===== config.mk =====
export PLATFORM = sky130hd
export DESIGN_NAME = rock_controller
export DESIGN_NICKNAME = d
export VERILOG_FILES = /design/src/rtl/rock_controller.sv
export SDC_FILE = /design/constraint.sdc
export NUM_CORES = 1
export LEC_CHECK = 0
export BUFFER_PORTS_ARGS = -buffer_cell sky130_fd_sc_hd__clkbuf_2
export CAP_MARGIN = 10
export CORE_AREA = 2 2 101 103
export DETAILED_ROUTE_END_ITERATION = 7
export DIE_AREA = 0 0 103 105
export SLEW_MARGIN = 20
export SYNTH_ARGS = -nofsm -noshare
export SYNTH_HDL_FRONTEND = slang
export SYNTH_SLANG_ARGS = --single-unit

===== constraint.sdc =====
create_clock -name clk -period 2.9 [get_ports clk]
set_input_delay 0.58 -clock clk [delete_from_list [all_inputs] [get_ports clk]]
set_output_delay 0.58 -clock clk [all_outputs]
set_load 0.03 [all_outputs]

===== src/rtl/rock_controller.sv =====
// Rocking-motor sequencer: owns the frequency/amplitude settings, applies adjust
// commands on a prescaled tick and drives the direction square wave.
// Optional: define ROCK_CMD_COUNT_EN to add the cmd_count output.
module rock_controller #(
  parameter int TICK_DIV   = 50000,
  parameter int FREQ_W     = 4,
  parameter int AMP_W      = 4,
  parameter int FREQ_INIT  = 8,
  parameter int AMP_INIT   = 8,
  parameter int HOLD_TICKS = 8,
  parameter int CALM_TICKS = 32
) (
  input  logic              clk,
  input  logic              reset,
  input  logic              enable,
  input  logic              fmin,
  input  logic              fplus,
  input  logic              amin,
  input  logic              aplus,
  output logic [FREQ_W-1:0] freq_set,
  output logic [AMP_W-1:0]  amp_set,
  output logic              motor_dir,
  output logic              motor_en,
  output logic              tick,
  output logic              chg_evt,
  output logic [1:0]        state
`ifdef ROCK_CMD_COUNT_EN
  ,
  output logic [7:0]        cmd_count
`endif
);

  localparam int TW  = $clog2(TICK_DIV);
  localparam int HW  = $clog2(HOLD_TICKS + 1);
  localparam int CW  = $clog2(CALM_TICKS + 1);
  localparam int HPW = FREQ_W + 2;

  localparam logic [TW-1:0]     TICK_LAST = TW'(TICK_DIV - 1);
  localparam logic [CW-1:0]     CALM_LAST = CW'(CALM_TICKS - 1);
  localparam logic [FREQ_W-1:0] FREQ_MAX  = '1;
  localparam logic [AMP_W-1:0]  AMP_MAX   = '1;

  typedef enum logic [1:0] {
    IDLE = 2'd0,
    RUN  = 2'd1,
    HOLD = 2'd2
  } state_t;

  state_t            state_q, state_d;
  logic [TW-1:0]     div_q, div_d;
  logic [FREQ_W-1:0] freq_q, freq_d, freq_next;
  logic [AMP_W-1:0]  amp_q, amp_d, amp_next;
  logic [HW-1:0]     hold_q, hold_d;
  logic [CW-1:0]     calm_q, calm_d;
  logic [HPW-1:0]    hp_q, hp_d, hp_half, hp_reload;
  logic              dir_q, dir_d;
  logic              en_q, en_d;
  logic              chg_q, chg_d;
  logic              tick_w, any_cmd, cmd_chg;
`ifdef ROCK_CMD_COUNT_EN
  logic [7:0]        cnt_q, cnt_d;
  logic              cmd_inc;
`endif

  always_comb begin
    tick_w  = (div_q == TICK_LAST);
    div_d   = tick_w ? '0 : div_q + TW'(1);
    any_cmd = fmin | fplus | amin | aplus;

    freq_next = freq_q;
    if (fplus && !fmin && freq_q != FREQ_MAX) freq_next = freq_q + FREQ_W'(1);
    else if (fmin && !fplus && freq_q != '0)  freq_next = freq_q - FREQ_W'(1);

    amp_next = amp_q;
    if (aplus && !amin && amp_q != AMP_MAX) amp_next = amp_q + AMP_W'(1);
    else if (amin && !aplus && amp_q != '0) amp_next = amp_q - AMP_W'(1);

    cmd_chg = (freq_next != freq_q) || (amp_next != amp_q);

    // Half-period in ticks is 2*(2^FREQ_W - freq); the counter runs down to 0.
    hp_half   = HPW'(2 ** FREQ_W) - {2'b00, freq_q};
    hp_reload = {hp_half[HPW-2:0], 1'b0} - HPW'(1);

    state_d = state_q;
    freq_d  = freq_q;
    amp_d   = amp_q;
    hold_d  = hold_q;
    calm_d  = calm_q;
    hp_d    = hp_q;
    dir_d   = dir_q;
    chg_d   = 1'b0;
`ifdef ROCK_CMD_COUNT_EN
    cmd_inc = 1'b0;
`endif

    if (!enable) begin
      state_d = IDLE;
      hp_d    = '0;
      hold_d  = '0;
      calm_d  = '0;
    end else if (tick_w) begin
      case (state_q)
        IDLE: begin
          state_d = RUN;
          hp_d    = hp_reload;
        end
        RUN: begin
          if (cmd_chg) begin
            freq_d  = freq_next;
            amp_d   = amp_next;
            chg_d   = 1'b1;
            hold_d  = HW'(HOLD_TICKS);
            calm_d  = '0;
            state_d = HOLD;
`ifdef ROCK_CMD_COUNT_EN
            cmd_inc = 1'b1;
`endif
          end else if (any_cmd) begin
            calm_d = '0;
          end else if (calm_q == CALM_LAST) begin
            calm_d = '0;
            if (amp_q != '0) begin
              amp_d = amp_q - AMP_W'(1);
              chg_d = 1'b1;
            end
          end else begin
            calm_d = calm_q + CW'(1);
          end
        end
        HOLD: begin
          hold_d = hold_q - HW'(1);
          if (hold_q <= HW'(1)) state_d = RUN;
        end
        default: state_d = IDLE;
      endcase

      // Reload samples the pre-update frequency, so a change lands at the next reversal.
      if (state_q != IDLE) begin
        if (hp_q == '0) begin
          dir_d = ~dir_q;
          hp_d  = hp_reload;
        end else begin
          hp_d = hp_q - HPW'(1);
        end
      end
    end

    en_d = (state_d != IDLE) && (amp_d != '0);

`ifdef ROCK_CMD_COUNT_EN
    cnt_d = cmd_inc ? cnt_q + 8'd1 : cnt_q;
`endif
  end

  always_ff @(posedge clk or negedge reset) begin
    if (!reset) begin
      state_q <= IDLE;
      div_q   <= '0;
      freq_q  <= FREQ_W'(FREQ_INIT);
      amp_q   <= AMP_W'(AMP_INIT);
      hold_q  <= '0;
      calm_q  <= '0;
      hp_q    <= '0;
      dir_q   <= 1'b0;
      en_q    <= 1'b0;
      chg_q   <= 1'b0;
`ifdef ROCK_CMD_COUNT_EN
      cnt_q   <= '0;
`endif
    end else begin
      state_q <= state_d;
      div_q   <= div_d;
      freq_q  <= freq_d;
      amp_q   <= amp_d;
      hold_q  <= hold_d;
      calm_q  <= calm_d;
      hp_q    <= hp_d;
      dir_q   <= dir_d;
      en_q    <= en_d;
      chg_q   <= chg_d;
`ifdef ROCK_CMD_COUNT_EN
      cnt_q   <= cnt_d;
`endif
    end
  end

  assign freq_set  = freq_q;
  assign amp_set   = amp_q;
  assign motor_dir = dir_q;
  assign motor_en  = en_q;
  assign tick      = tick_w;
  assign chg_evt   = chg_q;
  assign state     = state_q;
`ifdef ROCK_CMD_COUNT_EN
  assign cmd_count = cnt_q;
`endif

endmodule


### After elaboration in Yosys (flattened, before gate mapping)

Cells that the tools add are included.

| cells by class | value |
|---|---|
| add/sub/neg operators | 10 |
| order comparisons | 1 |
| eq/ne operators | 13 |
| muxes and demuxes | 39 |
| bitwise gates (word level) | 4 |
| reduce and logical (&&, ||, !) cells | 26 |

Operators with widths:

| kind | count |
|---|---|
| 6-bit 2-to-1 mux | 11 |
| 4-bit 2-to-1 mux | 14 |
| 16-bit by 1-bit adder with 16-bit output (second input constant) | 1 |
| 16-bit equality test (second input constant) | 1 |
| 16-bit 2-to-1 mux | 1 |
| 4-bit nonzero test | 3 |
| 4-bit by 1-bit subtractor with 4-bit output (second input constant) | 3 |
| 6-bit by 1-bit subtractor with 6-bit output (second input constant) | 2 |
| 1-bit logical AND | 9 |
| 4-bit by 1-bit adder with 4-bit output (second input constant) | 2 |
| 2-bit 2-to-1 mux | 4 |
| 4-bit != test | 2 |
| 4-bit != test (second input constant) | 2 |
| 4-bit one-hot mux with 2 select lines | 1 |
| 4-bit AND reduction | 2 |
| 1-bit 2-to-1 mux | 7 |
| 6-bit by 1-bit adder with 6-bit output (second input constant) | 1 |
| 6-bit by 5-bit equality test with 1-bit output (second input constant) | 1 |
| 6-bit zero test | 1 |
| 3-bit by 1-bit != test with 1-bit output (second input constant) | 2 |
| 2-bit one-hot mux with 3 select lines | 1 |
| 5-bit by 4-bit subtractor with 5-bit output (first input constant) | 1 |
| 4-bit by 1-bit less-or-equal comparator with 1-bit output (second input constant) | 1 |
| 1-bit zero test | 4 |
| other kinds (11) | 16 |

| word-level totals | value |
|---|---|
| register bits after elaboration | 45 |
| word-level logic and storage cells | 103 |

### Logic depth before layout (Yosys ltp)

| depth | value |
|---|---|
| depth in word-level cells | 13 |
| depth in mapped cells | 9 |
| gate-level depth less buffers | 8 |

### Worst setup path after synthesis

OpenSTA, ideal clock, no wires.

| path | value |
|---|---|
| path type | register to register |
| from | register freq_q[0], in the netlist freq_set[0] |
| to | register en_q, in the netlist motor_en |
| library setup time | 0.129 ns |
| arrival time | 2.505 ns |
| required time | 2.771 ns |
| slack | 0.265 ns |
| stages on the path, launching flop included | 10 |
| clock period less this slack | 2.635 ns |
| cell sequence | dfrtp_1 clkbuf_1 inv_1 ha_1 nor3b_1 o22ai_1 nor2_1 a21o_1 a22o_1 o41a_1 |

| between the ends | value |
|---|---|
| word-level cells in the longest chain between the ends | 12 |

RTL lines:

| element | RTL line | RTL |
|---|---|---|
| start, declared | 51 | `logic [FREQ_W-1:0] freq_q, freq_d, freq_next;` |
| start signal, assigned | 159 | `freq_q <= FREQ_W'(FREQ_INIT);` |
| start signal, assigned | 173 | `freq_q <= freq_d;` |
| parallel branches: the longest is 4 deep, another holds 4-bit by 1-bit subtractor with 4-bit output | -- |  |
| 4-bit != test (*) | 78 | `cmd_chg = (freq_next != freq_q) \|\| (amp_next != amp_q);` |
| 1-bit logical OR (*) | 78 |  |
| 4-bit 2-to-1 mux (*) | 108 | `if (cmd_chg) begin` |
| 4-bit 2-to-1 mux (*) | 102 | `case (state_q)` |
| 4-bit 2-to-1 mux (*) | 101 | `end else if (tick_w) begin` |
| 4-bit 2-to-1 mux (*) | 96 | `if (!enable) begin` |
| via amp_d[2] | 52 | `logic [AMP_W-1:0] amp_q, amp_d, amp_next;` |
| 4-bit nonzero test (*) | 148 | `en_d = (state_d != IDLE) && (amp_d != '0);` |
| 1-bit logical AND (*) | 148 |  |
| via en_d | 57 | `logic en_q, en_d;` |
| end signal, assigned | 179 | `en_q <= en_d;` |
| end, declared | 57 |  |

Mark *: on every way through the listed nets, which the timed path passes.
A chain may end at the register's enable or synchronous reset.

### Worst setup path after layout

| path | value |
|---|---|
| from | register freq_q[1], in the netlist freq_set[1] |
| to | register calm_q[5] |

| between the ends | value |
|---|---|
| word-level cells in the longest chain between the ends | 10 |

RTL lines:

| element | RTL line | RTL |
|---|---|---|
| parallel branches: the longest is 4 deep, another holds 4-bit by 1-bit subtractor with 4-bit output | -- |  |
| 4-bit != test (*) | 78 |  |
| 1-bit logical OR (*) | 78 |  |
| 6-bit 2-to-1 mux (*) | 108 |  |
| 6-bit 2-to-1 mux (*) | 102 |  |
| 6-bit 2-to-1 mux (*) | 101 |  |
| 6-bit 2-to-1 mux (*) | 96 |  |
| end signal, assigned | 176 | `calm_q <= calm_d;` |
| end, declared | 54 | `logic [CW-1:0] calm_q, calm_d;` |

Every way passes the cells marked *. The select of a mux whose other input is x is not followed.

==> metrics.cfg <==
[status]
status=finished clean

[logic_synthesis]
synth_top_family_by_area=simple AND/OR/NAND/NOR gates
seq_area_frac_synth_pct=39.7
yosysTopAreaCellShare_pct=37.9
synthMuxAreaShare_pct=0.352
synth_compound_area_share_pct=19.2
async_flop_share_pct=100
synthAdderAreaFrac_pct=4.41
mappedNetlistNets=343
synth_ff_type=dfrtp_1
yosysTopAreaCell=dfrtp_1
ys_ff_latch=45
synth_cell_type_count=57
synth_warnings=0
synth_area_um2=2840
synth_xor_area_share_pct=5.86
synth_edf_count=0
synth.avg_cell_area_um2=8.71
yosys.area_share.simple_pct=26.4
synthCells=326
synth_area_leaders=dfrtp_1 38%, o21ai_0 4.9%, ha_1 4.4%, nor2_1 4.0%, xnor2_1 3.1%

[sta]
worst_pin_slew_ns=0.757
hold_viol=0
tns_ns=0
finalMaxSlewViolations=0
period_needed_ns=2.65
finalSetupViolCount=0
fmax_mhz=378
fin_crit_sh_pct=91.3
skew_ns=0.0115
slew_headroom_pct=49.3
grt_setup_unrepaired=false

[floorplanning]
start_util_pct=29.5
core_um2=9640
ios=21
die_x_um=103
dieArea_um2=10800
dieHeight_um=105
num_rows=36

[clocking]
clk_pin_slew_ns=0.09
cts_root_buf=clkbuf_8
cts_setup_buffers=0
cts_sinks=45
clk_latency_ns=0.30
cts_made_buffers=5
cts_tree=done
clk_path_buf_depth=2
cts_max_level=2

[cells_and_area]
stdcell_count=482
fillCellCount=1024
final_cell_mix=43 x dfrtp_1, 29 x nor2_1, 28 x o21ai_0
nets=365
multi_input_area_um2=1600
mostFrequentLayoutCell=dfrtp_1
seq_area_um2=1130
antenna_cells=0
layout-drive-gt1-share_pct=14.3
syn2layout_area_growth_pct=13.7

[drt]
drt_first_pass_iters=5
drt_iter0_drc=140
vias_per_cell=4.99
drcViolationCount=0
wl_mm=6.21
ant_nets=0
vias=2404
routedWlPerCell_um=12.9

[job]
cap_violations=0

[pwr]
vdd_drop_max_mv=0.195
powerDensity_nw_per_um2=363
leakage_nw=1.42

[min_path]
hold_path.class=input pin to async pin

[global_route]
first_global_vias=2243
grt_max_degree=25
met3_usage_pct=2.27
busiest_layer=met2
grt_overflow_total=0
grtUsageMet1_pct=17.8
grt_pass1_wl_mm=10.7
grt_util_all_layers_pct=12.2
antenna_found_initial=0
grt_use_met2_pct=18.1

[setup_path]
cp.required_ns=3.12
path_class=register to register
end_kind=register
arrival_ns=2.86
cp_max_fo=13
start_kind=register

[placed_design]
hpwl_mm=4.60
dp.cells=474
port_buffers=20
gp_congestion=0.835

## timing repair
item                                    CTS  global route
gates resized for setup                   0             1
endpoints found under the setup margin    0             1
hold buffers                              0             0
## registers in the layout (all words and copies together) (netlist names)
| register | count |
|---|---|
| freq_set | 4 |
| state | 2 |
| chg_evt | 1 |
| hold_q | 4 |
| calm_q | 6 |
| hp_q | 6 |
| amp_set | 4 |
| div_q | 16 |
| motor_dir | 1 |
| motor_en | 1 |
## kinds of logic (layout without fill, tap and decap cells)
group	after synthesis	count (layout)
buffers and inverters	30	53
adders and majority gates	10	10
xor gates and xnor gates	19	19
AOI/OAI and AO/OA	84	84
DFF	45	45
and+or+nand+nor	137	137
muxes	1	1
## synthesized netlist by cell type, drive strengths merged, types with 5 or more instances
master  instances
xor2            9
nand2          22
inv            18
or2             5
nor2           30
xnor2          10
clkbuf          9
nor2b           5
ha             10
and3           12
nand4           6
dfrtp          43
nand3          15
nor3            9
nand2b         11
o21ai          28
o22ai           6
a21oi          18
## final timing paths
check / start / endpoint / slack [ns] / cells after the start
setup / recovery: freq_set[1] / calm_q[5] / 0.25 / 9
setup reg to reg: freq_set[1] / calm_q[5] / 0.25 / 9
hold / removal: reset / div_q[8] / 0.25 / 2
max in group asynchronous: reset / amp_set[3] / 2.35 / 2
min in group clk: motor_dir / motor_dir / 0.49 / 1
hold reg to reg: motor_dir / motor_dir / 0.49 / 1
## worst max-delay path, stage by stage, from the launching register on
cell and delay [ns]:
dfrtp_1 0.52, inv_1 0.11, ha_1 0.29, nor3b_1 0.28, o22ai_1 0.25, or2_2 0.37, nor3_1 0.27, buf_4 0.18
nand2_1 0.07, o31ai_1 0.23
## layout make-up
| cell class | instances | share of cell area (%) |
|---|---|---|
| clock buffer | 5 | 2.13 |
| clock inverter | 3 | 1.43 |
| inverter | 18 | 2.09 |
| multi-input combinational | 251 | 49.5 |
| sequential | 45 | 34.9 |
| tap | 133 | 5.15 |
| timing repair buffer | 27 | 4.73 |
## power by group
group | switching [W] | leakage [nW] | internal, W
sequential | 0.000000540 | 0.594 | 0.000628
combinational | 0.0000403 | 0.767 | 0.0000182
clock | 0.000228 | 0.0543 | 0.000258
total | 0.000269 | 1.42 | 0.000904
## routing by layer
metal / up-vias / share of wire (%)
met1: 1126 / 49
met5: - / 0
li1: 1215 / -
met3: 8 / 4.3
met2: 55 / 45
met4: 0 / 1.2
## stage by stage
| step | hold WS, ns | total power, W | cell area [µm²] | worst slack [ns] | utilization, % |
|---|---|---|---|---|---|
| after floorplan | 0.284 | 0.000669 | 2840 | 0.265 | - |
| after global placement | 0.466 | 0.000699 | 3110 | 0.369 | 32.3 |
| after detailed placement | 0.470 | 0.000700 | 3110 | 0.221 | 32.3 |
| after CTS | 0.256 | 0.00119 | 3230 | 0.213 | 33.5 |
| after global routing | 0.266 | 0.00123 | 3230 | 0.0995 | 33.5 |
| final | 0.251 | 0.00117 | 3230 | 0.254 | 33.5 |
No activity file was read; power rests on OpenSTA's default activity.
